$ cat src/rtl/mem_arb_pkg.sv
// mem_arb_pkg: shared request/response types and widths for unified_memory_arbiter
package mem_arb_pkg;
  localparam int NB_COL_DEF = 4;
  localparam int WORD_W = NB_COL_DEF * 8;
  typedef struct packed {
    logic                    we;
    logic [31:0]             addr;
    logic [NB_COL_DEF-1:0]   be;
    logic [WORD_W-1:0]       wdata;
  } mem_req_t;
  typedef struct packed {
    logic valid;
    logic id;
    logic err;
  } resp_tag_t;
endpackage

$ cat src/rtl/rr_arbiter2.sv
// rr_arbiter2: two-way round-robin arbiter; valid in, one-hot grant out, rr_q flips to the loser on accept
module rr_arbiter2 (
  input  logic       clk_i,
  input  logic       rst_i,
  input  logic [1:0] valid,
  input  logic       accept,
  output logic [1:0] grant
);
  logic rr_q;
  always_comb grant = (valid == 2'b11) ? (rr_q ? 2'b10 : 2'b01) : valid;
  always_ff @(posedge clk_i)
    if (rst_i) rr_q <= 1'b0;
    else if (accept) rr_q <= ~grant[1];
endmodule

$ cat src/rtl/unified_memory_arbiter.sv
// unified_memory_arbiter: round-robin share of memory port B between two requesters with tagged, fixed-latency responses
module unified_memory_arbiter
  import mem_arb_pkg::*;
#(
  parameter int RAM_DEPTH    = 512,
  parameter int NB_COL       = 4,
  parameter int READ_LATENCY = 1
) (
  input  logic                         clk_i,
  input  logic                         rst_i,
  input  logic [1:0]                   req_valid_i,
  output logic [1:0]                   req_ready_o,
  input  logic [1:0]                   req_we_i,
  input  logic [63:0]                  req_addr_i,
  input  logic [2*NB_COL-1:0]          req_be_i,
  input  logic [2*NB_COL*8-1:0]        req_wdata_i,
  output logic [1:0]                   resp_valid_o,
  output logic [1:0]                   resp_err_o,
  output logic [NB_COL*8-1:0]          resp_rdata_o,
  output logic                         mem_en_o,
  output logic [NB_COL-1:0]            mem_we_o,
  output logic [$clog2(RAM_DEPTH)-1:0] mem_addr_o,
  output logic [NB_COL*8-1:0]          mem_din_o,
  output logic                         mem_regce_o,
  output logic                         mem_rst_o,
  input  logic [NB_COL*8-1:0]          mem_dout_i
);
  localparam int AW = $clog2(RAM_DEPTH);
  localparam int DW = NB_COL * 8;
  logic [1:0] grant;
  logic       accept;
  logic       id;
  logic       in_range;
  logic       unused_addr_lsbs;
  mem_req_t   req;
  resp_tag_t  tag_q [READ_LATENCY];
  resp_tag_t  last;
  rr_arbiter2 u_arb (
    .clk_i  (clk_i),
    .rst_i  (rst_i),
    .valid  (req_valid_i),
    .accept (accept),
    .grant  (grant)
  );
  always_comb begin
    req_ready_o = rst_i ? 2'b00 : grant;
    accept      = |req_ready_o;
    id          = req_ready_o[1];
    req.we      = id ? req_we_i[1] : req_we_i[0];
    req.addr    = id ? req_addr_i[63:32] : req_addr_i[31:0];
    req.be      = id ? req_be_i[2*NB_COL-1:NB_COL] : req_be_i[NB_COL-1:0];
    req.wdata   = id ? req_wdata_i[2*DW-1:DW] : req_wdata_i[DW-1:0];
    in_range    = {2'b00, req.addr[31:2]} < 32'(RAM_DEPTH);
    mem_en_o    = accept & in_range;
    mem_we_o    = (mem_en_o & req.we) ? req.be : '0;
    mem_addr_o  = req.addr[AW+1:2];
    mem_din_o   = req.wdata;
    mem_regce_o = 1'b1;
    mem_rst_o   = rst_i;
    unused_addr_lsbs = ^req.addr[1:0];
  end
  always_ff @(posedge clk_i)
    if (rst_i) tag_q <= '{default: '0};
    else begin
      tag_q[0] <= '{valid: accept, id: id, err: accept & ~in_range};
      for (int i = 1; i < READ_LATENCY; i++) tag_q[i] <= tag_q[i-1];
    end
  always_comb begin
    last         = tag_q[READ_LATENCY-1];
    resp_valid_o = last.valid ? (last.id ? 2'b10 : 2'b01) : 2'b00;
    resp_err_o   = (last.valid & last.err) ? (last.id ? 2'b10 : 2'b01) : 2'b00;
    resp_rdata_o = (last.valid & ~last.err) ? mem_dout_i : '0;
  end
endmodule
$ cat config.mk
export PLATFORM = sky130hd
export DESIGN_NAME = unified_memory_arbiter
export DESIGN_NICKNAME = d
export VERILOG_FILES = /design/src/rtl/mem_arb_pkg.sv /design/src/rtl/rr_arbiter2.sv /design/src/rtl/unified_memory_arbiter.sv
export SDC_FILE = /design/constraint.sdc
export NUM_CORES = 1
export LEC_CHECK = 0
export BUFFER_PORTS_ARGS = -buffer_cell sky130_fd_sc_hd__buf_2
export CORE_AREA = 2 2 101 103
export CTS_BUF_LIST = sky130_fd_sc_hd__clkbuf_8
export CTS_CLUSTER_SIZE = 16
export DETAILED_ROUTE_END_ITERATION = 8
export DIE_AREA = 0 0 103 105
export HOLD_SLACK_MARGIN = 0.02
export RECOVER_POWER = 100
export REMOVE_ABC_BUFFERS = 1
export SYNTH_ARGS = -nofsm -noshare
export SYNTH_HDL_FRONTEND = slang
export SYNTH_SLANG_ARGS = --single-unit
$ cat constraint.sdc
create_clock -name clk_i -period 2.15 [get_ports clk_i]
set_input_delay 0.3225 -clock clk_i [delete_from_list [all_inputs] [get_ports clk_i]]
set_output_delay 0.3225 -clock clk_i [all_outputs]
set_load 0.02 [all_outputs]
# Word-level counts from Yosys, hierarchy flattened
# Index checks and enable logic that the tools add are counted.
[classes]
n_shift = 0
addsub = 0
n_lt_le_gt_ge = 1
bitwise_logic = 8
eq_ne = 1
mul = 0
mux = 12
div = 0
reduce_logical = 1
[op_table]
columns = ["op", "count"]
rows = [
  ["two-way mux 32 bit", 3],
  ["less-than comparator 30 x 10 -> 1 bit, second input constant", 1],
  ["two-way mux 2 bit", 6],
  ["two-way mux 4 bit", 2],
  ["bitwise AND 1 bit", 5],
  ["inverter 1 bit", 3],
  ["equality test 2 bit, second input constant", 1],
  ["OR reduction 2 bit", 1],
  ["two-way mux 1 bit", 1],
]
[word_totals]
register_bits = 4
mem_bits_ro = 0
memories = 0
word_cells = 27
latch_bits = 0
mem_bits_rw = 0

# Longest topological paths before layout
# Gate-level depths: netlist (run 1).
[depth]
ltp_word = 8
depth_mapped = 6
mapped_depth_nobuf = 5

# Hierarchy
# Synthesis (run 1) repeated with hierarchy kept, for this count alone.
[unflattened]
hier_cells = 221
hier_area_um2 = 1207.4
[by_module_without_submodules]
columns = ["module", "seq_area_each_um2", "cells_per_inst", "n_inst", "area_per_inst_um2"]
rows = [
  ["unified_memory_arbiter", 60.1, 215, 1, 1153.6],
  ["rr_arbiter2", 20.0, 6, 1, 53.8],
]

# Worst setup path before layout (run 1)
# OpenSTA, ideal clock, no wires.
[synth_path]
path_type = "in2out"
startpoint = "in req_addr_i[63]"
endpoint = "out mem_we_o[0]"
path_slack_ns = 0.308
n_path_buf = 0
cell_stages = 4
t_required_ns = 1.827
arrival_ns = 1.520
path_cell_list = "nor4_1 -> and4_1 -> nand4_2 -> a211oi_1"
[synth_between]
elab_chain_cells = 5
[synth_lines]
columns = ["item", "line_no", "text"]
rows = [
  ["from (decl)", "unified_memory_arbiter.sv:14", "input logic [63:0] req_addr_i,"],
  ["two-way mux 32 bit", "unified_memory_arbiter.sv:50", "req.addr = id ? req_addr_i[63:32] : req_addr_i[31:0];"],
  ["less-than comparator 30 x 10 -> 1 bit", "unified_memory_arbiter.sv:53", "in_range = {2'b00, req.addr[31:2]} < 32'(RAM_DEPTH);"],
  ["bitwise AND 1 bit", "unified_memory_arbiter.sv:54", "mem_en_o = accept & in_range;"],
  ["bitwise AND 1 bit", "unified_memory_arbiter.sv:55", "mem_we_o = (mem_en_o & req.we) ? req.be : '0;"],
  ["two-way mux 4 bit", "unified_memory_arbiter.sv:55", ""],
  ["to (decl)", "unified_memory_arbiter.sv:21", "output logic [NB_COL-1:0] mem_we_o,"],
]
# No other way between the ends.

# Final worst setup path (run 1)
[layout_path]
startpoint = "reg u_arb.rr_q"
endpoint = "out mem_we_o[1]"
[layout_between]
elab_chain_cells = 8
word_cells_on_any_way = 11
classes_between = "order compare: 1; mux: 7; bitwise: 2; reduce/logical: 1"
[layout_lines]
columns = ["item", "line_no", "text"]
rows = [
  ["from (decl)", "rr_arbiter2.sv:9", "logic rr_q;"],
  ["from (signal assigned)", "rr_arbiter2.sv:13", "else if (accept) rr_q <= ~grant[1];"],
  ["two-way mux 2 bit * (2 in series)", "rr_arbiter2.sv:10", "always_comb grant = (valid == 2'b11) ? (rr_q ? 2'b10 : 2'b01) : valid;"],
  ["two-way mux 2 bit *", "unified_memory_arbiter.sv:46", "req_ready_o = rst_i ? 2'b00 : grant;"],
  ["two-way mux 32 bit", "unified_memory_arbiter.sv:50", ""],
  ["less-than comparator 30 x 10 -> 1 bit", "unified_memory_arbiter.sv:53", ""],
  ["bitwise AND 1 bit", "unified_memory_arbiter.sv:54", ""],
  ["bitwise AND 1 bit", "unified_memory_arbiter.sv:55", ""],
  ["two-way mux 4 bit *", "unified_memory_arbiter.sv:55", ""],
]
# Mark *: on every way between the ends. The rest lies on a longest branch, timed or not.

==> impl_results.md, run 1 <==
- CP Max Fanout: 7
- Synthesis-to-layout area growth: 121%
- Nets: 645
- Max-slew violation count: 0
- CP peak stage delay: 0.32 ns
- Power per Cell Area: 296 mW/mm^2
- Hold depth: 2
- Fin crit share: 92.9%
- Non-filler instance count after layout: 602
- Via count: 2208
- Total grt overflow: 0
- Hold Crit Start: rst_i
- DRC Markers: 0
- Routability cong.: 0.750
- VDD IR-drop max: 0.191 mV
- Critical Path Start Type: flip-flop
- Met2 usage: about a fifth
- Die X: 103 microns
- Worst slack, placed: 0.148 ns
- Hold Path Sink: u_arb.rr_q$_SDFFE_PP0P_
- Critical path cell sequence: nand2b_2 > nand2_4 > nand4_1 > a211oi_1 > clkbuf_2
- Most common library cell in the layout ignoring fill and taps: buf_2
- Req. time, crit path: roughly 1.8 ns
- Clock skew: 0.00373 ns
- Share of synthesized flip-flops with an asynchronous set or reset: 0%
- Total power: 0.000751 W
- I/O Buffers: around 250
- First-pass GRT wire length: 8960 microns
- Total wire length: roughly 6300 microns
- Worst EP arrival: 1.68 ns
- Syn Area/Cell: 5.17 sq um
- Clock sink count: 4
- CTS max path bufs: 2
- Antenna violations before repair: 0
- Top cell type's share of synthesized area: 40.5%
- DP Cell Count: around 600
- Die Footprint: 0.0108 sq mm
- Vias per inst: 3.67
- Status: finished, final reports clean
- Yosys cell types: 28
- Num ports: 260
- Post-synthesis sequential area ratio: 6.97%
- Hold crit path type: in -> reg
- GRT Total Usage: 10.2%
- Vias in the first global route: 1926
- Max-cap viol count: 0
- Root buffer cell: clkbuf_8
- Endpoints failing setup: 0
- Fmax: 501 MHz
- WS Path Type: reg -> out
- Yosys warns: 0
- EDFF count, synth: 0
- Setup ws final: 0.152 ns
- Origin of the critical flop-to-flop path: u_arb.rr_q$_SDFFE_PP0P_
- CP Capture Type: output pin
- Met3 usage: 1.47%
- GR met1 Demand/Resource: 12.0%
- Hold Violations, Final: 0
- Unrepaired setup endpoints after global routing: no
- Std cell rows: 36
- Core area: 0.00964 sq mm
- Antenna-violating nets left: 0
- CP max-delay cell: dfxtp_1
- Clk slew on worst S/H paths: 0.03 ns
- R2R depth: 4
- Hold_ws: approximately 0.35 ns
- Top post-synthesis cells by area: nand2_1 41%, and2_1 19%, dfxtp_1 7.0%
- Clock period minus worst slack: 2.00 ns
- Skew-Pair Late Insertion Delay: roughly 0.22 ns
- CP delay by family, top: simple AND/OR/NAND/NOR gates
- Syn Inst Count: 222
- Worst Path Buf+Inv: 1
- DR iter-0 viols: between 100 and 150
- Synthesized area: between 0.001 and 0.0015 sq mm
- Die H: 105 microns
- Largest area contributor in the netlist: nand2_1
- Starting Density: 11.9%
- Commonest cells after routing, fill and taps aside: 187 x buf_2, 123 x nand2_1, 64 x clkbuf_1
- Detailed Routing Iterations Pass 1: 4
- Most used flip-flop cell after synthesis: dfxtp_1
- Reg2reg end: last[0]$_SDFF_PP0_
- FF+latch count, synth: 4
- Share of cells above drive strength 1: a little over two fifths
- # hold bufs at CTS: 0
- Number of diodes: 0
- GR peak layer: met2
- LEAKAGE: about 1.5 nW
- Largest net degree at the start of global routing: 43
- TritonCTS clock tree: done
- H-Tree Depth: 1
- CTS Buf Count: 3
- Final HPWL DP: 5520 microns
- Reg-to-reg slack, setup: 0.80 ns
- Wire per inst: 10.5 microns
## per-layer routing
metal,routed length (microns),vias to the layer above
li1,-,1190
met1,2510,892
met2,3230,124
met3,551,2
met4,19,0
met5,0,-
## area by class of cell
class,instances,area [sq um]
sequential,4,80.1
clock buffer,3,41.3
fill,1159,7100
timing repair buffer,258,1240
tap,133,166
multi-input combinational,200,995
inverter,4,15.0
## synth_stat cells, drive strengths merged, types with 2 or more instances
cell    count
nor2        3
and3        2
nand2b      3
nand4       2
and4        2
nor2b       4
a211oi      5
buf        11
nand2     124
nor4        8
inv         4
a21oi       2
dfxtp       4
and2       34
clkbuf      3
nor3        2
mux2i       4
## timing repair
item	CTS	global route
setup endpoints to repair	0	4
buffers inserted	0	0
gates resized for setup	0	3
## worst register-to-register path, stage by stage (launching register included)
cell,delay [ns]
dfxtp_1,0.32
nand2b_2,0.22
nand2_4,0.15
nand4_1,0.28
and3_1,0.28
## flip-flops by register name, indices dropped and copies added, names as in the netlist
register / flops
u_arb.rr_q: 1
last: 3
## kinds of logic after synthesis
| logic type | synth area share (%) |
|---|---|
| simple gates | 76.3 |
| buf+inv | 7.73 |
| compound gates | 5.23 |
| mux | 3.49 |
| flops | 6.97 |
| other cells | 0.326 |
## metrics by stage
stage / TNS [ns] / util [%] / instance area (sq um)
2_1_floorplan: -19.65 / - / 1070
3_3_place_gp: 0 / 26.7 / 2570
3_5_place_dp: 0 / 26.7 / 2570
4_1_cts: 0 / 27.1 / 2610
5_1_grt: 0 / 26.4 / 2540
6_report: 0 / 26.4 / 2540
## power by group
group	leakage, nW	switching (W)	internal [W]	total (W)
Clock	0.0216	0.0000353	0.000119	0.000154
Combinational	1.45	0.000299	0.000214	0.000514
Sequential	0.0334	0.00000325	0.0000798	0.0000830
Total	1.51	0.000338	0.000413	0.000751
## worst max path at each step
stage,startpoint,endpoint,slack (ns),cells after the start
after floorplan,u_arb.rr_q$_SDFFE_PP0P_,mem_we_o[0],-0.93,5
after global placement,req_addr_i[57],mem_we_o[0],0.14,6
after detailed placement,req_addr_i[57],mem_we_o[0],0.15,6
after CTS,u_arb.rr_q$_SDFFE_PP0P_,mem_we_o[0],0.03,6
after global routing,req_addr_i[30],mem_we_o[2],0.01,6
final,u_arb.rr_q$_SDFFE_PP0P_,mem_we_o[1],0.15,5
No activity file was read; power rests on OpenSTA's default activity.
==> run 2, diff against run 1 <==
--- a/config.mk
+++ b/config.mk
@@ -6,11 +6,11 @@
 export NUM_CORES = 1
 export LEC_CHECK = 0
 export BUFFER_PORTS_ARGS = -buffer_cell sky130_fd_sc_hd__buf_2
-export CORE_AREA = 2 2 101 103
+export CORE_AREA = 2 2 100 102
 export CTS_BUF_LIST = sky130_fd_sc_hd__clkbuf_8
-export CTS_CLUSTER_SIZE = 16
+export CTS_CLUSTER_SIZE = 12
 export DETAILED_ROUTE_END_ITERATION = 8
-export DIE_AREA = 0 0 103 105
+export DIE_AREA = 0 0 102 104
 export HOLD_SLACK_MARGIN = 0.02
 export RECOVER_POWER = 100
 export REMOVE_ABC_BUFFERS = 1
==> constraint.sdc (replaced) <==
create_clock -name clk_i -period 1.8 [get_ports clk_i]
set_input_delay 0.27 -clock clk_i [delete_from_list [all_inputs] [get_ports clk_i]]
set_output_delay 0.27 -clock clk_i [all_outputs]
set_load 0.02 [all_outputs]
==> run 2 against run 1 <==
  * Final cell count up 0.83%
  * Clock skew about the same
  * Largest cell class unchanged
  * Utilization up 3.0 points
  * Critical endpoint is now mem_we_o[2]
  * Sequential share of layout area down 0.25 points
  * Sequential cell count unchanged
  * Hold slack worse by 0.063 ns
  * Combinational power up 31%
  * Sequential power up 20%
  * Clock power up 26%
  * Count of clock-buffer cells in the layout unchanged
==> impl_results.md, run 2 (synthesis gave the netlist of run 1 again) <==
- Synthesis-to-layout area growth: 144% (was 121%)
- Antenna-violating nets left: 0 (unchanged)
- Hold Violations, Final: 0 (unchanged)
- Net Sw Frac: 43.8% (was 45.0%)
- First-pass GRT wire length: 8970 microns (was 8960 microns)
- CTS Buf Count: 3 (unchanged)
- Total power: 0.000964 W (was 0.000751 W)
- Hold crit path type: in -> reg (unchanged)
- Fillers: 1093 (was 1159)
- Starting Density: 12.0% (was 11.9%)
- CP max-delay cell: nor4_4 (was dfxtp_1)
- Clk slew on worst S/H paths: 0.04 ns (was 0.03 ns)
- Area of the multi-input gates: 0.00110 sq mm (was 995 sq um)
- Largest net degree at the start of global routing: 43 (unchanged)
- CTS max path bufs: 2 (unchanged)
- Worst EP arrival: 1.49 ns (was 1.68 ns)
- Largest register FFs: 3 (unchanged)
- Wire per inst: 10.4 microns (was 10.5 microns)
- Clock period minus worst slack: ~1.8 ns
- Max-cap viol count: 0 (unchanged)
- Endpoints failing setup: 0 (unchanged)
- Total wire length: 6290 microns (was 6310 microns)
- Vias per inst: 3.65 (was 3.67)
- Combinational power share: 69.6% (was 68.4%)
- Max-slew violation count: 0 (unchanged)
- DRC Markers: 0 (unchanged)
- Clock sink count: 4 (unchanged)
- LEAKAGE: 1.78 nW (was 1.51 nW)
- I/O Buffers: 254 (unchanged)
- Seq. cell area: 81.3 sq um (was 80.1 sq um)
- H-Tree Depth: 1 (unchanged)
- Req. time, crit path: 1.53 ns (was 1.83 ns)
- Worst slack, placed: -0.0182 ns (was 0.148 ns)
- Most common library cell in the layout ignoring fill and taps: buf_2 (unchanged)
- Clk pwr share: 20.1% (was 20.5%)
- Critical Path Start Type: input pin (was flip-flop)
- CP Max Fanout: 5 (was 7)
- Setup ws final: 0.0413 ns (was 0.152 ns)
- GRT Total Usage: 10.3% (was 10.2%)
- Part of the power in registers: 10.3% (was 11.1%)
- P_sw: 0.000422 W (was 0.000338 W)
- Root buffer cell: clkbuf_8 (unchanged)
- Final HPWL DP: 5210 microns (was 5520 microns)
- Worst Path Buf+Inv: 3 (was 1)
- Core area: 0.00955 sq mm (was 0.00964 sq mm)
- Antenna violations before repair: 0 (unchanged)
- Share of cells above drive strength 1: 60.5% (was 43.9%)
- Num ports: 260 (unchanged)
- Total grt overflow: 0 (unchanged)
- Vias in the first global route: 1971 (was 1926)
- CP Capture Type: output pin (unchanged)
- Routability cong.: 0.755 (was 0.750)
- Fmax: 569 MHz
- Placed inst area: 0.00258 sq mm (was 0.00257 sq mm)
- Commonest cells after routing, fill and taps aside: 246 x buf_2, 123 x nand2_1, 34 x and2_1 (was 187 x buf_2, 123 x nand2_1, 64 x clkbuf_1)
- Internal power: 0.000541 W (was 0.000413 W)
- CP delay by family, top: simple AND/OR/NAND/NOR gates (unchanged)
- Status: finished, final reports clean (unchanged)
- DR iter-0 viols: 45 (was 107)
- VDD IR-drop max: 0.130 mV (was 0.191 mV)
- Clock skew: 0.00357 ns (was 0.00373 ns)
- Detailed Routing Iterations Pass 1: 4 (unchanged)
- Std cell rows: 36 (unchanged)
- Die Footprint: 0.0106 sq mm (was 0.0108 sq mm)
- CP peak stage delay: 0.24 ns (was 0.32 ns)
- Critical path cell sequence: buf_2 > nor4_4 > and4_1 > nand4_1 > buf_6 > a211oi_2 > buf_4 (was nand2b_2 > nand2_4 > nand4_1 > a211oi_1 > clkbuf_2)
- Final Cell Area: 0.00281 sq mm (was 0.00254 sq mm)
- Number of diodes: 0 (unchanged)
- Fin crit share: 97.7%
- Nets: 650 (was 645)
- Die X: 102 microns (was 103 microns)
- Unrepaired setup endpoints after global routing: yes (was no)
- Via count: 2214 (was 2208)
- Skew-Pair Late Insertion Delay: 0.22 ns (about the same)
- Power per Cell Area: 343 mW/mm^2 (was 296 mW/mm^2)
- TritonCTS clock tree: done (unchanged)
- WS Path Type: in -> out (was reg -> out)
- Die H: 104 microns (was 105 microns)
-- run 2: cell type report --
type / instances / share of cell area (%)
tap: 133 / 5.93
sequential: 4 / 2.90
inverter: 4 / 0.624
multi-input combinational: 200 / 39.1
timing repair buffer: 263 / 49.9
clock buffer: 3 / 1.47
-- run 2: stage by stage --
step,util [%],cells,hold slack (ns),setup TNS (ns)
3_3_place_gp,27.0,602,0.517,-0.0687
3_5_place_dp,27.0,602,0.523,-0.0376
2_1_floorplan,-,208,0.339,-33.99
6_report,29.4,607,0.285,0
5_1_grt,29.4,607,0.287,-0.0532
4_1_cts,28.0,606,0.287,-0.0106
-- run 2: power groups by stage --
stage | Combinational (W) | Clock (W) | Sequential [W]
after floorplan | 0.000304 | 0 | 0.0000993
after global placement | 0.000640 | 0 | 0.0000996
after detailed placement | 0.000640 | 0 | 0.0000997
after CTS | 0.000653 | 0.000207 | 0.0000985
after global routing | 0.000731 | 0.000220 | 0.0000999
final | 0.000671 | 0.000194 | 0.0000992
-- run 2: path summary, 6_finish.rpt --
path                                                end  cells after the start  slack [ns]               startpoint
worst max-delay path                        mem_we_o[2]                      7        0.04           req_addr_i[24]
worst min-delay path            u_arb.rr_q$_SDFFE_PP0P_                      2        0.29                    rst_i
worst max register to register       last[0]$_SDFF_PP0_                      5        0.63  u_arb.rr_q$_SDFFE_PP0P_
worst min register to register  u_arb.rr_q$_SDFFE_PP0P_                      3        0.60  u_arb.rr_q$_SDFFE_PP0P_
-- run 2: repair_timing --
| item | CTS | global route |
|---|---|---|
| hold buffers | 0 | 0 |
| buffers inserted | 1 | 1 |
| pin swaps | 2 | 11 |
| resized for setup | 8 | 25 |
| endpoints found under the setup margin | 20 | 15 |
-- run 2: metal layers --
metal	routed length [microns]	vias to the layer above	share of wire, %	track usage, %
met4	47	0	0.75	2.10
met2	3130	108	50	18.7
met1	2690	903	43	12.6
met3	423	4	6.7	1.68
met5	0	-	0	0
li1	-	1199	-	-
